--- src/rtl/led_pkg.sv ---
// led_pkg: shared mode and direction encodings for the LED chaser.
//   MODE_*  two-bit iMode values
//   DIR_*   oDir values
package led_pkg;
   localparam logic [1:0] MODE_HOLD   = 2'b00;
   localparam logic [1:0] MODE_RIGHT  = 2'b01;
   localparam logic [1:0] MODE_LEFT   = 2'b10;
   localparam logic [1:0] MODE_BOUNCE = 2'b11;
   localparam logic       DIR_RIGHT   = 1'b0;
   localparam logic       DIR_LEFT    = 1'b1;
endpackage

--- src/rtl/tick_gen.sv ---
// tick_gen: prescaler that emits one tick every TICK_DIV enabled cycles.
//   iClk    clock
//   iRst_n  asynchronous active-low reset
//   iClr    synchronous clear of the count (wins over enable)
//   iEn     count enable; low holds the count and masks the tick
//   oTick   high during the last enabled cycle of each period
module tick_gen #(
   parameter int TICK_DIV = 50_000_000
) (
   input  logic iClk,
   input  logic iRst_n,
   input  logic iClr,
   input  logic iEn,
   output logic oTick
);
   localparam int CW = (TICK_DIV > 1) ? $clog2(TICK_DIV) : 1;
   localparam logic [CW-1:0] LAST = CW'(TICK_DIV - 1);
   logic [CW-1:0] cnt;
   assign oTick = iEn && (cnt == LAST);
   always_ff @(posedge iClk or negedge iRst_n)
      if (!iRst_n) cnt <= '0;
      else cnt <= iClr ? '0 : oTick ? '0 : iEn ? cnt + 1'b1 : cnt;
endmodule

--- src/rtl/led_chaser.sv ---
// led_chaser: prescaled LED pattern engine with hold, rotate and bounce modes.
//   iClk      clock
//   iRst_n    asynchronous active-low reset
//   iMode     00 hold, 01 rotate right, 10 rotate left, 11 bounce
//   iEn       run enable for prescaler and pattern
//   iLoad     synchronous load of iPattern, also restarts the prescaler
//   iPattern  value captured on iLoad
//   oLED      current pattern register
//   oTick     pulse on cycles where a step is due
//   oDir      current direction, 0 right, 1 left
module led_chaser
   import led_pkg::*;
#(
   parameter int WIDTH = 10,
   parameter int TICK_DIV = 50_000_000,
   parameter logic [WIDTH-1:0] INIT = {{(WIDTH-1){1'b0}}, 1'b1}
) (
   input  logic             iClk,
   input  logic             iRst_n,
   input  logic [1:0]       iMode,
   input  logic             iEn,
   input  logic             iLoad,
   input  logic [WIDTH-1:0] iPattern,
   output logic [WIDTH-1:0] oLED,
   output logic             oTick,
   output logic             oDir
);
   logic tick, goLeft, keep, nextDir;
   logic [WIDTH-1:0] nextPattern;
   tick_gen #(.TICK_DIV(TICK_DIV)) uTickGen (
      .iClk(iClk),
      .iRst_n(iRst_n),
      .iClr(iLoad),
      .iEn(iEn),
      .oTick(tick)
   );
   assign oTick = tick;
   // In bounce, reaching the edge that faces the current direction turns
   // around within the same tick, so the lit bit never dwells at an end.
   always_comb begin
      goLeft = (iMode == MODE_LEFT) ||
               (iMode == MODE_BOUNCE && (oDir ? !oLED[WIDTH-1] : oLED[0]));
      keep = iLoad || !tick || iMode == MODE_HOLD;
      nextPattern = iLoad ? iPattern : keep ? oLED :
                    goLeft ? {oLED[WIDTH-2:0], oLED[WIDTH-1]} : {oLED[0], oLED[WIDTH-1:1]};
      nextDir = keep ? oDir : goLeft;
   end
   always_ff @(posedge iClk or negedge iRst_n)
      if (!iRst_n) begin
         oLED <= INIT;
         oDir <= DIR_RIGHT;
      end else begin
         oLED <= nextPattern;
         oDir <= nextDir;
      end
endmodule

--- config.mk ---
export PLATFORM = sky130hd
export DESIGN_NAME = led_chaser
export DESIGN_NICKNAME = d
export VERILOG_FILES = /design/src/rtl/led_pkg.sv /design/src/rtl/tick_gen.sv /design/src/rtl/led_chaser.sv
export SDC_FILE = /design/constraint.sdc
export NUM_CORES = 1
export LEC_CHECK = 0
export ABC_AREA = 0
export BUFFER_PORTS_ARGS = -buffer_cell sky130_fd_sc_hd__buf_2
export CAP_MARGIN = 20
export CORE_UTILIZATION = 45
export DETAILED_ROUTE_END_ITERATION = 7
export PLACE_DENSITY = 0.7
export SLEW_MARGIN = 10
export SYNTH_ARGS = -nofsm -noshare
export SYNTH_HDL_FRONTEND = slang
export SYNTH_HIERARCHICAL = 1
export SYNTH_SLANG_ARGS = --single-unit
--- constraint.sdc ---
create_clock -name iClk -period 4.25 [get_ports iClk]
set_input_delay 0.85 -clock iClk [delete_from_list [all_inputs] [get_ports iClk]]
set_output_delay 0.85 -clock iClk [all_outputs]
set_load 0.02 [all_outputs]
* Word level (Yosys, flattened, before mapping)
Index checks and enable logic that the tools add are counted.
** Word-level totals
- Register bits :: 37
- Latch bits :: 0
- Memory bits (writable) :: 0
- ROM bits :: 0
- Input bits :: 16
- Output and inout port bits :: 12
- Word-level logic and storage cells :: 24
- Memories kept :: 0
** Cells by class
- $add $sub $neg :: 1
- $mul :: 0
- Divide/modulo/power cells :: 0
- Order comparisons :: 0
- Eq/ne operators :: 4
- Shift-type cells :: 0
- Muxes and demuxes :: 7
- Bitwise gates (word level) :: 0
- Reduce and logical (&&, ||, !) cells :: 9
** Operator list (count)
- 26-bit 2-to-1 mux :: 3
- 10-bit 2-to-1 mux :: 3
- 26-bit by 1-bit adder with 26-bit output, second input constant :: 1
- 26-bit == test, second input constant :: 1
- 2-bit == test, second input constant :: 2
- 1-bit logical OR :: 3
- 3-bit nonzero test :: 1
- 1-bit logical AND :: 2
- 1-bit logical NOT :: 2
- 2-bit logical NOT :: 1
- 2-bit by 1-bit inequality test with 1-bit output, second input constant :: 1
- 1-bit 2-to-1 mux :: 1

* Logic depth before layout (Yosys ltp)
- Word-level depth :: 7
- Depth in mapped cells :: 10

* Modules after synthesis
The synthesis kept the hierarchy.
** By module, submodules not included
- tick_gen :: instances 1, cells an instance 162, area an instance 1493.9 µm²
- led_chaser :: instances 1, cells an instance 89, area an instance 755.7 µm²

* Worst setup path after synthesis
No wires, ideal clock.
- Kind :: input-to-reg
- Start point :: input iEn
- End point :: register oLED[0]
- Setup time :: 0.081 ns
- Data arrival time :: 2.537 ns
- Required time :: 4.169 ns
- Path slack :: 1.632 ns
- Cell stages on the path :: 9
- Path buffers :: 3
- Path through :: buf_6 inv_1 nor3_1 o21ai_0 buf_2 nor2_2 buf_2 nand2_1 o211ai_1
** On the way
- Word-level cells in the longest chain between the ends :: 5
** Ends and longest elaborated chain
- from (decl) :: RTL line led_chaser.sv:21 : input logic iEn,
- 1-bit logical AND :: RTL line tick_gen.sv:19 : assign oTick = iEn && (cnt == LAST);
- net oTick :: RTL line led_chaser.sv:25 : output logic oTick,
- 1-bit logical NOT :: RTL line led_chaser.sv:43 : keep = iLoad || !tick || iMode == MODE_HOLD;
- 1-bit logical OR (2 in series) :: RTL line led_chaser.sv:43
- 2-bit by 1-bit inequality test with 1-bit output (no source line)
- to (signal assigned) :: RTL line led_chaser.sv:53 : oLED <= nextPattern;
- to (decl) :: RTL line led_chaser.sv:24 : output logic [WIDTH-1:0] oLED,
The timed path passes the listed nets, and every way through them passes these cells.
A chain may end at the register's enable or synchronous reset.

* Worst setup path after layout
- Start point :: register uTickGen.cnt[0]
- End point :: output oTick
** On the way
- Word-level cells in the longest chain between the ends :: 2
** Ends and longest elaborated chain
- from (decl) :: RTL line tick_gen.sv:18 : logic [CW-1:0] cnt;
- from (signal assigned) :: RTL line tick_gen.sv:22 : else cnt <= iClr ? '0 : oTick ? '0 : iEn ? cnt + 1'b1 : cnt;
- 26-bit == test :: RTL line tick_gen.sv:19
- 1-bit logical AND :: RTL line tick_gen.sv:19
- to (decl) :: RTL line led_chaser.sv:25
No other way between the ends.

==> impl_metrics.py <==
metrics = {
    "outcome": {
        "outcome": "finished clean",
    },
    "final_layout": {
        "multi_input_area_um2": 1190,
        "regArea_um2": 927,
        "fillCellCount": 474,
        "layout-drive-gt1-share_pct": 18.3,
        "antenna-diode-count": 0,
        "instances_no_fill": 340,
        "num-nets-final": 289,
        "areaGrowthSynthToFinish_pct": 10.4,
    },
    "setup_path": {
        "r2r_slack_ns": 1.70,
        "cp.arrival_ns": 1.89,
        "critPathMaxStageDelay_ns": 0.42,
        "cp.required_ns": 3.40,
        "end_kind": "primary output",
        "path_max_fanout": 5,
        "ff2ff_path_depth": 8,
        "crit_chain": "ha_1, and2_1, nand4_1, nor3_1, buf_2",
        "worstSetupStartpointType": "register",
        "path_class": "register to primary output",
        "rr_startpoint": "uTickGen/cnt[0]",
        "r2r-end": "oDir",
        "cp_slowest_cell": "dfrtp_1",
    },
    "floorplan": {
        "core_um2": 4750,
        "num_rows": 25,
        "die_h_um": 72.7,
        "die-area_um2": 5290,
        "initial_utilization_pct": 47.3,
        "die_w_um": 72.7,
        "num_io_pins": 28,
    },
    "grt": {
        "grt_pass1_wl_mm": 8.34,
        "grt_usage_pct": 20.1,
        "grt_antenna_before_repair": 0,
        "grt_pass1_vias": 1748,
        "overflow": 0,
        "grt_max_degree": 38,
    },
    "placement": {
        "portBuffers": 27,
        "dp_hpwl_mm": 3.42,
        "routabilityCongestion": 0.825,
        "place_inst": 332,
    },
    "synth": {
        "ys_async_sr_fraction_pct": 100,
        "synth_top_area_share_pct": 40.0,
        "yosysTopAreaCell": "dfrtp_1",
        "synth.distinct_cells": 53,
        "synth_edf_count": 0,
        "synth_common_cells": "dfrtp_1 (36), a21oi_1 (25), nand2_1 (25)",
        "yosys_warnings": 6,
        "syn_nets": 268,
        "syn-cell-area_um2": 2250,
        "synth_cells": 251,
        "yosysSeqAreaShare_pct": 41.2,
        "synth_area_per_cell_um2": 8.96,
        "synth.most_common_cell": "dfrtp_1",
        "ys_ff_latch": 37,
        "synthTopCellsByArea": "dfrtp_1 (40%), a21oi_1 (5.6%), nand2_1 (4.2%)",
        "ys.flop_type": "dfrtp_1",
    },
    "drt": {
        "vias": 1976,
        "post_drt_via_cell_ratio": 5.81,
        "first_iter_violations": 134,
        "drt_pass1_iterations": 4,
        "wl_per_cell_um": 14.4,
        "ant_nets": 0,
        "drc": 0,
        "finalWirelength_mm": 4.91,
    },
    "hold_path": {
        "hp-start": "oLED[6]",
        "hold_path_class": "register to register",
        "whs_path_depth": 2,
        "holdPathEnd": "oLED[6]",
    },
    "cts": {
        "cts_buffers": 5,
        "ctsResizeCount": 0,
        "holdBufCountCts": 0,
        "insertion_delay_ns": 0.28,
        "clock_path_buffers": 2,
        "clockRootBuffer": "clkbuf_8",
        "h-tree-depth": 2,
        "cts_tree": "done",
        "cts_setup_buffers": 0,
        "clkTransAtPathRegs_ns": 0.07,
        "cts.sinks": 37,
    },
    "sta": {
        "setup_viol": 0,
        "period_minus_slack_ns": 2.74,
        "worst_pin_slew_ns": 0.832,
        "period_share_pct": 64.5,
        "relSlewSlack_pct": 44.5,
        "finClkSkew_ns": 0.00545,
        "finalHoldViolations": 0,
        "rsz0062_at_grt": "false",
        "drv_slew": 0,
        "setup_tns_ns": 0,
        "fmax_mhz": 365,
    },
    "power_and_ir_drop": {
        "ir_worst_vdd_mv": 0.142,
        "leakagePower_nw": 1.01,
        "powerDensity_nw_per_um2": 294,
    },
    "flow_run": {
        "cap_violations": 0,
    },
}
area by class of cell:
type	count	area share [%]
Multi-Input combinational cell	190	47.8
Inverter	9	1.36
Clock inverter	1	0.202
Clock buffer	7	3.88
Sequential cell	37	37.3
Tap cell	67	3.38
Timing Repair Buffer	29	6.05
report_power, final:
group / leakage, nW / switching (mW) / internal, mW
clock: 0.0542 / 0.123 / 0.147
sequential: 0.496 / 0.0126 / 0.363
combinational: 0.457 / 0.0538 / 0.0313
total: 1.01 / 0.189 / 0.541
registers in the layout, indices dropped and copies added (netlist names):
name / count
oLED: 10
uTickGen/cnt: 26
oDir: 1
per-layer routing:
metal	GRT usage (%)	wire length (µm)	part of all wire [%]	vias to the layer above
met5	0	0	0	-
met4	5.88	44	0.90	0
met3	2.90	163	3.3	4
met2	31.8	2310	47	40
met1	28.7	2390	49	949
li1	-	-	-	983
placed cells by master, fill, tap and decap left out, types with 9 or more instances in the layout:
| master | n |
|---|---|
| dfrtp_1 | 36 |
| buf_2 | 27 |
| nand2_1 | 25 |
| a21oi_1 | 25 |
| nand3_1 | 14 |
| nor2_1 | 14 |
| nand4_1 | 12 |
| o21ai_0 | 9 |
| inv_1 | 9 |
worst max path at each step:
stage	from	end	slack (ns)	depth (start not counted)
2_1_floorplan	iEn	oLED[0]	1.63	9
3_3_place_gp	iLoad	uTickGen/cnt[22]	1.43	5
3_5_place_dp	iLoad	uTickGen/cnt[22]	1.39	5
4_1_cts	uTickGen/cnt[0]	oTick	1.50	5
5_1_grt	uTickGen/cnt[0]	oTick	1.40	5
6_report	uTickGen/cnt[0]	oTick	1.51	5
stage by stage:
| step | utilization [%] | setup slack (ns) | hold WS (ns) | area, µm² | power, mW |
|---|---|---|---|---|---|
| after floorplan | - | 1.63 | 0.513 | 2250 | 0.436 |
| after global placement | 50.1 | 1.43 | 0.535 | 2380 | 0.467 |
| after detailed placement | 50.1 | 1.39 | 0.545 | 2380 | 0.468 |
| after CTS | 52.2 | 1.50 | 0.562 | 2480 | 0.735 |
| after global routing | 52.2 | 1.40 | 0.590 | 2480 | 0.760 |
| final | 52.2 | 1.51 | 0.556 | 2480 | 0.730 |
worst max-delay path, delay by kind of cell, from the launching register on:
family,cells,cell delay [ns]
AND/OR/NAND/NOR,3,0.73
flip-flops,1,0.42
adder cells (fa/ha/maj),1,0.25
buffers and inverters,1,0.21
kinds of logic after synthesis:
| kind of cell | after synthesis | share of synthesized area (%) |
|---|---|---|
| buffers and inverters | 24 | 6.23 |
| adder cells (fa/ha/maj) | 1 | 0.556 |
| AND/OR/NAND/NOR | 104 | 25.5 |
| AO/OA/AOI/OAI | 75 | 22.2 |
| XOR/XNOR | 8 | 3.11 |
| multiplexers | 2 | 1.11 |
| flip-flops | 37 | 41.2 |
Power figures use the tool's default switching activity.
